## config.mk

```make
export PLATFORM = sky130hd
export DESIGN_NAME = encoder_txrx_sm
export DESIGN_NICKNAME = d
export VERILOG_FILES = /design/src/rtl/encoder_txrx_sm.sv
export SDC_FILE = /design/constraint.sdc
export NUM_CORES = 1
export LEC_CHECK = 0
export BUFFER_PORTS_ARGS = -buffer_cell sky130_fd_sc_hd__buf_2
export CORE_ASPECT_RATIO = 1.75
export CORE_MARGIN = 2
export CORE_UTILIZATION = 50
export CTS_BUF_LIST = sky130_fd_sc_hd__clkbuf_4 sky130_fd_sc_hd__clkbuf_8 sky130_fd_sc_hd__clkbuf_16
export DETAILED_ROUTE_END_ITERATION = 12
export PLACE_DENSITY = 0.95
export SLEW_MARGIN = 20
export SYNTH_ARGS = -nofsm -noshare
export SYNTH_HDL_FRONTEND = slang
export SYNTH_SLANG_ARGS = --single-unit
```

## constraint.sdc

```tcl
create_clock -name clock -period 3.35 [get_ports clock]
set_input_delay 0.1675 -clock clock [delete_from_list [all_inputs] [get_ports clock]]
set_output_delay 0.1675 -clock clock [all_outputs]
set_load 0.05 [all_outputs]
```

## src/rtl/encoder_txrx_sm.sv

```systemverilog
// PAM5 symbol encoder and receive framing state machine.
// The TX side scrambles and frames bytes into 4-lane vectors; the RX side tracks frame delimiters.
module encoder_txrx_sm (
    input  logic        clock,
    input  logic        reset,
    input  logic        io_tx_enable,
    input  logic        io_tx_error,
    input  logic        io_tx_mode,
    input  logic [7:0]  io_txd,
    input  logic        io_symb_timer_done,
    input  logic [31:0] io_n,
    input  logic [31:0] io_n0,
    input  logic        io_loc_rcvr_status,
    input  logic        io_pcs_reset,
    input  logic        io_tx_symb_vector_ready,
    output logic        io_tx_symb_vector_valid,
    output logic [2:0]  io_tx_symb_vector_bits_0,
    output logic [2:0]  io_tx_symb_vector_bits_1,
    output logic [2:0]  io_tx_symb_vector_bits_2,
    output logic [2:0]  io_tx_symb_vector_bits_3,
    input  logic        io_rx_symb_vector_valid,
    input  logic [2:0]  io_rx_symb_vector_bits_0,
    input  logic [2:0]  io_rx_symb_vector_bits_1,
    input  logic [2:0]  io_rx_symb_vector_bits_2,
    input  logic [2:0]  io_rx_symb_vector_bits_3,
    output logic        io_rx_symb_vector_ready,
    input  logic [7:0]  io_decoded_rx_symb_vector,
    output logic [7:0]  io_rxd,
    output logic        io_rx_dv,
    output logic        io_rx_er,
    output logic        io_rxerror_status,
    output logic        io_col
);

    localparam logic [2:0] TX_IDLE = 3'd0;
    localparam logic [2:0] TX_SSD1 = 3'd1;
    localparam logic [2:0] TX_SSD2 = 3'd2;
    localparam logic [2:0] TX_DATA = 3'd3;
    localparam logic [2:0] TX_ESD1 = 3'd4;
    localparam logic [2:0] TX_ESD2 = 3'd5;

    localparam logic [1:0] RX_IDLE  = 2'd0;
    localparam logic [1:0] RX_SSD2W = 2'd1;
    localparam logic [1:0] RX_DATA  = 2'd2;

    localparam logic [2:0] SYM_P2 = 3'b010;
    localparam logic [2:0] SYM_M2 = 3'b110;

    // Vectors are packed {lane D, lane C, lane B, lane A}.
    localparam logic [11:0] VEC_SSD1 = {SYM_P2, SYM_P2, SYM_P2, SYM_P2};
    localparam logic [11:0] VEC_SSD2 = {SYM_M2, SYM_P2, SYM_P2, SYM_P2};
    localparam logic [11:0] VEC_ERR  = {SYM_M2, SYM_M2, SYM_P2, SYM_P2};

    localparam logic [32:0] SCR_SEED = 33'h1_FFFF_FFFF;

    logic        rst;
    logic [2:0]  tx_state_q, tx_state_d;
    logic [32:0] scr_q, scr_d;
    logic        tx_valid_q, tx_valid_d;
    logic [11:0] tx_bits_q, tx_bits_d;
    logic [11:0] tx_vec, idle_vec, data_vec;
    logic [31:0] n_diff;
    logic [7:0]  sd;
    logic        tx_load;
    logic        tx_start;

    logic [1:0]  rx_state_q, rx_state_d;
    logic [7:0]  rxd_q, rxd_d;
    logic        rx_dv_q, rx_dv_d;
    logic        rx_er_q, rx_er_d;
    logic        rxerror_q, rxerror_d;
    logic        rx_ready_q, rx_ready_d;
    logic [11:0] rx_vec;

    logic        unused_inputs;

    assign rst      = reset | io_pcs_reset;
    assign n_diff   = io_n - io_n0;
    assign sd       = io_txd ^ scr_q[7:0];
    assign tx_load  = !tx_valid_q || io_tx_symb_vector_ready;
    assign tx_start = io_tx_enable && io_loc_rcvr_status;
    assign rx_vec   = {io_rx_symb_vector_bits_3, io_rx_symb_vector_bits_2,
                       io_rx_symb_vector_bits_1, io_rx_symb_vector_bits_0};

    assign unused_inputs = ^{io_symb_timer_done, n_diff[31:1]};

    always_comb begin
        idle_vec = '0;
        data_vec = '0;
        for (int k = 0; k < 4; k++) begin
            idle_vec[3*k +: 3] = (scr_q[k] ^ n_diff[0]) ? 3'b000 : SYM_M2;
            data_vec[3*k +: 3] = {sd[2*k+1], sd[2*k +: 2]};
        end
    end

    // The emitted vector belongs to the state being entered on this load.
    always_comb begin
        tx_state_d = tx_state_q;
        scr_d      = scr_q;
        tx_valid_d = tx_valid_q;
        tx_bits_d  = tx_bits_q;
        tx_vec     = idle_vec;
        if (tx_load) begin
            case (tx_state_q)
                TX_IDLE: tx_state_d = tx_start ? TX_SSD1 : TX_IDLE;
                TX_SSD1: tx_state_d = TX_SSD2;
                TX_SSD2: tx_state_d = TX_DATA;
                TX_DATA: tx_state_d = io_tx_enable ? TX_DATA : TX_ESD1;
                TX_ESD1: tx_state_d = TX_ESD2;
                TX_ESD2: tx_state_d = tx_start ? TX_SSD1 : TX_IDLE;
                default: tx_state_d = TX_IDLE;
            endcase
            case (tx_state_d)
                TX_SSD1, TX_ESD1: tx_vec = VEC_SSD1;
                TX_SSD2, TX_ESD2: tx_vec = VEC_SSD2;
                TX_DATA:          tx_vec = io_tx_error ? VEC_ERR : data_vec;
                default:          tx_vec = idle_vec;
            endcase
            tx_bits_d  = io_tx_mode ? 12'h000 : tx_vec;
            scr_d      = {scr_q[31:0], scr_q[32] ^ scr_q[12]};
            tx_valid_d = 1'b1;
        end
    end

    always_comb begin
        rx_state_d = rx_state_q;
        rxd_d      = rxd_q;
        rx_dv_d    = rx_dv_q;
        rx_er_d    = rx_er_q;
        rxerror_d  = rxerror_q;
        rx_ready_d = 1'b1;
        if (io_rx_symb_vector_valid) begin
            case (rx_state_q)
                RX_IDLE: begin
                    if (rx_vec == VEC_SSD1) rx_state_d = RX_SSD2W;
                end
                RX_SSD2W: begin
                    if (rx_vec == VEC_SSD2) begin
                        rx_state_d = RX_DATA;
                    end else begin
                        rxerror_d  = 1'b1;
                        rx_state_d = RX_IDLE;
                    end
                end
                RX_DATA: begin
                    // SSD1 and ESD1 share a pattern, so inside a frame it always ends it.
                    if (rx_vec == VEC_SSD1) begin
                        rx_dv_d    = 1'b0;
                        rx_er_d    = 1'b0;
                        rx_state_d = RX_IDLE;
                    end else if (rx_vec == VEC_ERR) begin
                        rx_dv_d = 1'b1;
                        rx_er_d = 1'b1;
                    end else begin
                        rxd_d   = io_decoded_rx_symb_vector;
                        rx_dv_d = 1'b1;
                        rx_er_d = 1'b0;
                    end
                end
                default: rx_state_d = RX_IDLE;
            endcase
        end
    end

    always_ff @(posedge clock) begin
        if (rst) begin
            tx_state_q <= TX_IDLE;
            scr_q      <= SCR_SEED;
            tx_valid_q <= 1'b0;
            tx_bits_q  <= 12'h000;
            rx_state_q <= RX_IDLE;
            rxd_q      <= 8'h00;
            rx_dv_q    <= 1'b0;
            rx_er_q    <= 1'b0;
            rxerror_q  <= 1'b0;
            rx_ready_q <= 1'b0;
        end else begin
            tx_state_q <= tx_state_d;
            scr_q      <= scr_d;
            tx_valid_q <= tx_valid_d;
            tx_bits_q  <= tx_bits_d;
            rx_state_q <= rx_state_d;
            rxd_q      <= rxd_d;
            rx_dv_q    <= rx_dv_d;
            rx_er_q    <= rx_er_d;
            rxerror_q  <= rxerror_d;
            rx_ready_q <= rx_ready_d;
        end
    end

    assign io_tx_symb_vector_valid  = tx_valid_q;
    assign io_tx_symb_vector_bits_0 = tx_bits_q[2:0];
    assign io_tx_symb_vector_bits_1 = tx_bits_q[5:3];
    assign io_tx_symb_vector_bits_2 = tx_bits_q[8:6];
    assign io_tx_symb_vector_bits_3 = tx_bits_q[11:9];
    assign io_rx_symb_vector_ready  = rx_ready_q;
    assign io_rxd                   = rxd_q;
    assign io_rx_dv                 = rx_dv_q;
    assign io_rx_er                 = rx_er_q;
    assign io_rxerror_status        = rxerror_q;
    assign io_col                   = (tx_state_q != TX_IDLE) && (rx_state_q != RX_IDLE);

endmodule

```

==> results of run 1 <==
worst max path at each step:
stage	from	end	slack (ns)	cells past startpoint
6_report	tx_state_q[2]$_SDFFE_PN0P_	tx_bits_q[8]$_SDFFE_PN0P_	1.78	4
5_1_grt	io_pcs_reset	io_rxerror_status$_SDFFE_PN0P_	1.63	6
4_1_cts	tx_state_q[2]$_SDFFE_PN0P_	tx_bits_q[8]$_SDFFE_PN0P_	1.81	4
3_5_place_dp	io_pcs_reset	io_rxerror_status$_SDFFE_PN0P_	1.46	6
3_3_place_gp	io_pcs_reset	io_rxerror_status$_SDFFE_PN0P_	1.52	6
2_1_floorplan	io_tx_symb_vector_valid$_SDFFE_PN0P_	tx_state_q[0]$_SDFFE_PN0P_	1.83	5
metrics by stage:
step                      power (mW)  hold slack, ns
after floorplan                0.887           0.315
after global placement         0.931           0.422
after detailed placement       0.936           0.430
after CTS                       1.78          0.0668
after global routing            1.82          0.0735
final                           1.77          0.0799
placed cells by master (no fill, tap or decap), types with 4 or more instances in the layout:
cell,netlist,routed
dfxtp_1,63,63
nand2_1,77,77
o21ai_0,11,11
nand3_1,44,44
inv_1,4,4
clkbuf_8,0,9
bufinv_16,0,4
o21ai_1,7,7
nand2b_1,5,5
xnor2_1,6,6
nor2_1,16,16
a32oi_1,5,5
a21oi_1,18,18
xor2_1,9,9
buf_2,7,64
cells by family (layout without fill, tap and decap cells):
family	count (synthesis)	after routing	share of synthesized area
buffers and inverters	27	88	0.0438
flip-flops	63	63	0.469
AND/OR/NAND/NOR	167	167	0.295
AO/OA/AOI/OAI	56	56	0.136
XOR/XNOR	16	16	0.0550
worst max-delay path: stages (launching register included):
cell and delay [ns]:
dfxtp_1 0.43, and2_1 0.26, a221oi_4 0.43, o22ai_1 0.15, a22o_1 0.19
layout make-up:
| type | count | area share |
|---|---|---|
| Sequential cell | 63 | 0.387 |
| Clock buffer | 9 | 0.0380 |
| Timing Repair Buffer | 67 | 0.105 |
| Inverter | 5 | 0.00576 |
| Multi-Input combinational cell | 239 | 0.402 |
| Tap cell | 55 | 0.0211 |
| Clock inverter | 7 | 0.0414 |
where the power goes:
group          internal, mW  switching, mW
combinational        0.0552         0.0914
clock                 0.565          0.280
sequential            0.764         0.0110
sequential cells by signal, indices dropped and copies added (netlist names):
name and cells:
scr_q 33, tx_bits_q 12, io_rxd 8, tx_state_q 3, rx_state_q 2, io_rx_dv 1, io_rx_er 1, io_rx_symb_vector_ready 1
io_rxerror_status 1, io_tx_symb_vector_valid 1
routing by layer:
| metal | vias up | track usage | wire [um] |
|---|---|---|---|
| li1 | 1239 | - | - |
| met1 | 1152 | 0.232 | 2370 |
| met2 | 107 | 0.337 | 3160 |
| met3 | 12 | 0.0591 | 370 |
| met4 | 0 | 0.119 | 143 |
| met5 | - | 0 | 0 |
==> results.cfg, run 1 <==
[run_status]
outcome = complete, no violations

[cells_and_area]
nets = 487
fillers = 413
final_cell_area_um2 = 3260
fin_util = 0.626
syn_to_final_growth_pct = 21.4
ff_latch_area_um2 = 1260
diodes = 0
multi_input_area_um2 = 1310
stdcell_count = 445
drive_gt1_frac = 0.241

[run]
cap_violations = 0

[timing]
setup_viol = 0
setup_tns_ns = 0
max_freq_ghz = 0.636
relSlewSlack = 0.404
fin_crit_sh = 0.470
min_period_ns = 1.57
skew_ns = 0.00763
rsz0062_at_grt = false
hold_viol = 0
drv_slew = 0
setup_ws_ns = 1.78
worst_slew_pin_slew_ns = 0.888

[cts]
cts.path.max_buffers = 2
worst_skew_pair.late_latency_ns = 0.34
clkTransAtPathRegs_ns = 0.07
clkSinkCount = 63
cts_made_buffers = 9
h-tree-depth = 3
root_buffer = clkbuf_8
ctsResizeCount = 0
cts_tree = yes
postCtsHoldBufs = 0
cts_setup_buffers = 0

[logic_synthesis]
ys_async_sr_fraction = 0
synth_cells = 329
netlist.area_leader.share = 0.469
syn_area_um2 = 2690
yosysMostFrequentCell = nand2_1
synth_warnings = 0
yosys-top-cells-area = dfxtp_1 47%, nand2_1 11%, nand3_1 8.2%
ys_seq_elements = 63
synth_fp_nets = 431
yosysTopAreaCell = dfxtp_1
synth_cell_types = 47
synth_edf_count = 0
synth_commonest_cells = 77 x nand2_1, 63 x dfxtp_1, 44 x nand3_1, 18 x a21oi_1, 16 x nor2_1
ys_seq_area_frac = 0.469
syn_avg_cell_area_um2 = 8.17
synthFlopType = dfxtp_1

[critical_path]
endpoint_kind = flip-flop
cp-start-kind = flip-flop
rr_endpoint = tx_bits_q[8]$_SDFFE_PN0P_
path_max_fanout = 11
reg2regPathDepth = 4
worstPathRequired_ns = 3.58
r2r_start = tx_state_q[2]$_SDFFE_PN0P_
path_class = flip-flop to flip-flop
rrSetupSlack_ns = 1.78
worstPathArrival_ns = 1.81

[global_route]
overflow = 0
grt_pass1_vias = 2295
antenna_found_initial = 0
grt_usage = 0.206
grt_max_degree = 39
grt_pass1_wl_um = 9590

[floorplan]
die_h_um = 101
initial_core_util = 0.515
io_pins = 128
coreArea_um2 = 5210
die_w_um = 59.4
fp-row-count = 35
die_area_um2 = 6000

[placement]
dp_hpwl_um = 4150
io_buffers = 64
placedCellCount = 429
gp_congestion = 0.969
place_ws_ns = 1.46
placed_area_um2 = 3000

[min_path]
whs_path_depth = 3
min_to = io_rxd[2]$_SDFFE_PN0P_
hold_start = io_decoded_rx_symb_vector[2]
hold_class = input port to flip-flop

[power]
vdd_ir_drop_max_uv = 260
powerDensity_nw_per_um2 = 542
leakagePower_nw = 1.45

[routing]
vias_per_cell = 5.64
totalWireLength_um = 6040
drc_errors = 0
vias = 2510
drt_iter0_drc = 232
antenna_left = 0
detail_route.first_pass.iterations = 5
post_drt_wl_per_cell_um = 13.6
(Power assumes the default switching activity.)
==> run 2, diff against run 1 <==
--- a/config.mk
+++ b/config.mk
@@ -8,10 +8,10 @@
 export BUFFER_PORTS_ARGS = -buffer_cell sky130_fd_sc_hd__buf_2
 export CORE_ASPECT_RATIO = 1.75
 export CORE_MARGIN = 2
-export CORE_UTILIZATION = 50
+export CORE_UTILIZATION = 42
 export CTS_BUF_LIST = sky130_fd_sc_hd__clkbuf_4 sky130_fd_sc_hd__clkbuf_8 sky130_fd_sc_hd__clkbuf_16
 export DETAILED_ROUTE_END_ITERATION = 12
-export PLACE_DENSITY = 0.95
+export PLACE_DENSITY = 0.86
 export SLEW_MARGIN = 20
 export SYNTH_ARGS = -nofsm -noshare
 export SYNTH_HDL_FRONTEND = slang
==> constraint.sdc (replaced) <==
create_clock -name clock -period 1.4 [get_ports clock]
set_input_delay 0.07 -clock clock [delete_from_list [all_inputs] [get_ports clock]]
set_output_delay 0.07 -clock clock [all_outputs]
set_load 0.05 [all_outputs]
==> results.cfg, run 2 (synthesis gave the netlist of run 1 again) <==
[placement]
placedCellCount = 468
dp_hpwl_um = 4520
gp_congestion = 0.810
io_buffers = 64

[cts]
worst_skew_pair.late_latency_ns = 0.34
cts_made_buffers = 9
clkTransAtPathRegs_ns = 0.07
root_buffer = clkbuf_8
cts_tree = yes
cts.path.max_buffers = 2
h-tree-depth = 3
clkSinkCount = 63

[timing]
fin_crit_sh = 1.02
setup_tns_ns = -0.0408
relSlewSlack = 0.712
min_period_ns = 1.43
setup_viol = 3
drv_slew = 0
worst_slew_pin_slew_ns = 0.431
max_freq_ghz = 0.697
hold_viol = 0
setup_ws_ns = -0.0346
skew_ns = 0.0109
rsz0062_at_grt = true

[floorplan]
die_area_um2 = 7080
coreArea_um2 = 6180
initial_core_util = 0.435
die_h_um = 110
fp-row-count = 38
die_w_um = 64.5
io_pins = 128

[routing]
wl_met3_um = 470
top_layer_used = met4
drt_iter0_drc = 124
wl_met1_um = 2650
vias_per_cell = 5.24
post_drt_wl_per_cell_um = 13.7
drc_errors = 0
totalWireLength_um = 6780
detail_route.first_pass.iterations = 4
vias = 2585
antenna_left = 0
wl_met2_um = 3460

[min_path]
hold_class = input port to flip-flop

[critical_path]
endpoint_kind = flip-flop
cp-start-kind = flip-flop
path_max_fanout = 8
worstPathRequired_ns = 1.62
worstPathArrival_ns = 1.65
path_class = flip-flop to flip-flop

[cells_and_area]
syn_to_final_growth_pct = 33.7
largest_reg_flops = 33
final_common_cell = nand2_1
max_flop_register = scr_q
drive_gt1_frac = 0.281
nets = 510
diodes = 0
most-common-layout-cells = 77 x nand2_1, 63 x buf_2, 59 x dfxtp_1, 44 x nand3_1, 18 x a21oi_1
stdcell_count = 493

[global_route]
grt_max_degree = 38
antenna_found_initial = 0
grt_usage = 0.202
grt_pass1_wl_um = 11100
overflow = 0
grt_pass1_vias = 2513

[power]
leakagePower_nw = 1.59
p_comb_frac = 0.091
internal-power_mw = 3.45
vdd_ir_drop_max_uv = 1110
clkPwrFrac = 0.489
switching_share = 0.217
powerDensity_nw_per_um2 = 1230
netSwitchingPower_uw = 955
p_seq_frac = 0.420

[run_status]
violations = setup timing
outcome = finished with violations

[run]
cap_violations = 0
[run 2: path summary, 6_finish.rpt]
check,start,endpoint,depth (start not counted),slack [ns]
worst min register to register,tx_bits_q[7]$_SDFFE_PN0P_,tx_bits_q[7]$_SDFFE_PN0P_,2,0.46
worst min-delay path,io_rx_symb_vector_valid,rx_state_q[0]$_SDFFE_PN0P_,3,0.05
worst max-delay path,tx_state_q[1]$_SDFFE_PN0P_,tx_bits_q[10]$_SDFFE_PN0P_,5,-0.03
worst max register to register,tx_state_q[1]$_SDFFE_PN0P_,tx_bits_q[10]$_SDFFE_PN0P_,5,-0.03
[run 2: metrics by stage]
stage / area [um2] / util / setup WS [ns] / hold slack (ns) / power (mW)
after detailed placement: 3160 / 0.512 / -0.0563 / 0.335 / 2.26
after global placement: 3160 / 0.512 / -0.00781 / 0.326 / 2.25
after global routing: 3590 / 0.581 / -0.0902 / 0.0660 / 4.55
final: 3590 / 0.581 / -0.0346 / 0.0535 / 4.41
after floorplan: 2690 / - / 0.0367 / 0.218 / 2.12
after CTS: 3570 / 0.578 / -0.0311 / 0.0316 / 4.44
[run 2: timing repair]
item / CTS / global route
hold buffers: 8 / 0
buffers inserted: 1 / 0
resized for setup: 10 / 5
pin swaps: 4 / 7
setup endpoints to repair: 7 / 9
hold endpoints to repair: 8 / 0
[run 2: routing by layer]
metal,vias to the layer above,global-route usage
li1,1278,-
met1,1190,0.211
met2,103,0.365
met3,14,0.0624
met4,0,0.0957
met5,-,0
[run 2: worst max-delay path: stages (launching register included)]
cell and delay (ns):
dfxtp_4 0.36, buf_12 0.13, a2111oi_4 0.33, a221oi_4 0.11, o211ai_1 0.28, a21oi_1 0.11
[run 2: area by class of cell]
class                      count  area, um2
multi-input combinational    239       1340
tap                           80        100
inverter                       5       18.8
timing repair buffer          90        587
clock buffer                  11        151
clock inverter                 5        128
sequential                    63       1270
fill                         522       2590
[run 2: power by group through the flow]
stage / registers (mW) / logic, mW / clock network (mW)
finish: 1.85 / 0.401 / 2.16
global route: 1.85 / 0.441 / 2.26
CTS: 1.85 / 0.395 / 2.19
detailed placement: 1.89 / 0.369 / 0
global placement: 1.89 / 0.362 / 0
floorplan: 1.93 / 0.194 / 0
==> run 3, diff against run 2 <==
--- a/config.mk
+++ b/config.mk
@@ -6,7 +6,7 @@
 export NUM_CORES = 1
 export LEC_CHECK = 0
 export BUFFER_PORTS_ARGS = -buffer_cell sky130_fd_sc_hd__buf_2
-export CORE_ASPECT_RATIO = 1.75
+export CORE_ASPECT_RATIO = 0.7
 export CORE_MARGIN = 2
 export CORE_UTILIZATION = 42
 export CTS_BUF_LIST = sky130_fd_sc_hd__clkbuf_4 sky130_fd_sc_hd__clkbuf_8 sky130_fd_sc_hd__clkbuf_16
==> results.cfg, run 3 (synthesis gave the netlist of run 1 again) <==
[cts]
h-tree-depth = 3
cts.path.max_buffers = 2
root_buffer = clkbuf_8
clkTransAtPathRegs_ns = 0.07
clkSinkCount = 63
worst_skew_pair.late_latency_ns = 0.34
cts_made_buffers = 9
cts_tree = yes

[critical_path]
worstPathArrival_ns = 1.64
worstPathRequired_ns = 1.63
endpoint_kind = flip-flop
rrSetupSlack_ns = -0.01
path_max_fanout = 5
critPathBufInv = 1
rr_endpoint = tx_bits_q[7]$_SDFFE_PN0P_
cp-start-kind = flip-flop
cp_slowest_stage_delay_ns = 0.47
r2r_start = tx_state_q[2]$_SDFFE_PN0P_
crit_chain = buf_4 > nand2b_4 > or4_4 > o211ai_1 > a21oi_1
path_class = flip-flop to flip-flop
reg2regPathDepth = 5
crit_path_top_delay_cell = or4_4
crit_family = simple AND/OR/NAND/NOR gates

[routing]
totalWireLength_um = 6530
vias_per_cell = 5.18
drt_iter0_drc = 112
vias = 2547
detail_route.first_pass.iterations = 4
antenna_left = 0
post_drt_wl_per_cell_um = 13.3
drc_errors = 0

[floorplan]
die_h_um = 70.9
die_w_um = 99.6
coreArea_um2 = 6220
io_pins = 128
initial_core_util = 0.432
die_area_um2 = 7060
fp-row-count = 24

[placement]
io_buffers = 64
dp_hpwl_um = 4390
place_ws_ns = -0.0461
gp_congestion = 0.843

[power]
switching_share = 0.251
internal-power_mw = 2.85
p_seq_frac = 0.485
powerDensity_nw_per_um2 = 1080
leakagePower_nw = 1.56
fin_total_pwr_mw = 3.81
netSwitchingPower_uw = 958
p_comb_frac = 0.106
clkPwrFrac = 0.409
vdd_ir_drop_max_uv = 855

[cells_and_area]
syn_to_final_growth_pct = 31.3
fillers = 571
largest_reg_flops = 33
multi_input_area_um2 = 1340
nets = 511
drive_gt1_frac = 0.285
ff_latch_area_um2 = 1270
diodes = 0
most-common-layout-cells = 77 x nand2_1, 63 x buf_2, 59 x dfxtp_1, 44 x nand3_1, 18 x a21oi_1
max_flop_register = scr_q
fin_util = 0.567
final_common_cell = nand2_1

[min_path]
whs_path_depth = 3
hold_class = input port to flip-flop
hold_start = io_rx_symb_vector_bits_2[2]
min_to = io_rx_er$_SDFFE_PN0P_

[timing]
drv_slew = 0
min_period_ns = 1.41
hold_viol = 0
skew_ns = 0.00572
fin_crit_sh = 1.01
worst_slew_pin_slew_ns = 0.465
setup_ws_ns = -0.0105
setup_viol = 2
rsz0062_at_grt = true
relSlewSlack = 0.689
max_freq_ghz = 0.709

[run]
cap_violations = 0

[run_status]
violations = setup timing
outcome = finished with violations

[global_route]
overflow = 0
grt_pass1_wl_um = 10500
grt_pass1_vias = 2387
antenna_found_initial = 0
grt_usage = 0.186
grt_max_degree = 43
-- run 3: changes by cell type in the layout (fill, tap and decap cells not counted), sizes merged --
cell	before	now
clkinvlp	1	2
buf	82	83
clkbuf	11	10
bufinv	4	1
clkinv	1	4
-- run 3: power by group through the flow --
stage / Clock (mW) / Sequential (mW) / Combinational (mW)
3_3_place_gp: 0 / 1.89 / 0.358
5_1_grt: 1.69 / 1.85 / 0.442
6_report: 1.56 / 1.85 / 0.403
3_5_place_dp: 0 / 1.89 / 0.369
4_1_cts: 1.61 / 1.85 / 0.389
2_1_floorplan: 0 / 1.93 / 0.194
-- run 3: how the worst max path moves through the flow --
stage                                          start                         end  slack [ns]  depth (start not counted)
after detailed placement  tx_state_q[1]$_SDFFE_PN0P_  tx_bits_q[10]$_SDFFE_PN0P_       -0.05                          4
after CTS                 tx_state_q[2]$_SDFFE_PN0P_                      io_col       -0.03                          3
after floorplan           tx_state_q[2]$_SDFFE_PN0P_   tx_bits_q[7]$_SDFFE_PN0P_        0.04                          5
after global routing      tx_state_q[1]$_SDFFE_PN0P_                      io_col       -0.05                          3
final                     tx_state_q[2]$_SDFFE_PN0P_   tx_bits_q[7]$_SDFFE_PN0P_       -0.01                          5
after global placement    tx_state_q[2]$_SDFFE_PN0P_   tx_bits_q[8]$_SDFFE_PN0P_      0.0002                          4
-- run 3: worst register-to-register path, stage by stage, from the launching register on --
cell,delay [ns]
dfxtp_4,0.36
buf_4,0.15
nand2b_4,0.14
or4_4,0.47
o211ai_1,0.10
a21oi_1,0.08
-- run 3: final cells by class --
class,instances,area share
flip-flops and latches,63,0.361
clock buffers,10,0.0390
multi-input cells,239,0.380
repair buffers,91,0.170
well taps,78,0.0277
inverters,5,0.00532
clock inverters,6,0.0170
-- run 3: what timing repair did --
item                                    4_1_cts  5_1_grt
setup buffers                                 4        1
hold buffers                                  8        0
endpoints found under the setup margin        9        9
resized for setup                            11        6
cloned                                        0        0
hold endpoints to repair                      8        0
pin swaps                                     1        2
-- run 3: routing by layer --
| layer | vias to the layer above | part of all wire | global-route usage | routed length [um] |
|---|---|---|---|---|
| li1 | 1285 | - | - | - |
| met1 | 1159 | 0.45 | 0.233 | 2930 |
| met2 | 91 | 0.46 | 0.298 | 2990 |
| met3 | 12 | 0.083 | 0.0702 | 540 |
| met4 | 0 | 0.012 | 0.0624 | 80 |
| met5 | - | 0 | 0 | 0 |
-- run 3: through the flow --
| step | hold WS, ns | instances | area, um2 | TNS (ns) |
|---|---|---|---|---|
| finish | 0.0335 | 492 | 3530 | -0.0195 |
| global route | 0.0388 | 492 | 3530 | -0.117 |
| CTS | 0.00831 | 491 | 3490 | -0.0454 |
| detailed placement | 0.335 | 463 | 3150 | -0.117 |
| global placement | 0.326 | 463 | 3150 | 0 |
| floorplan | 0.218 | 329 | 2690 | 0 |
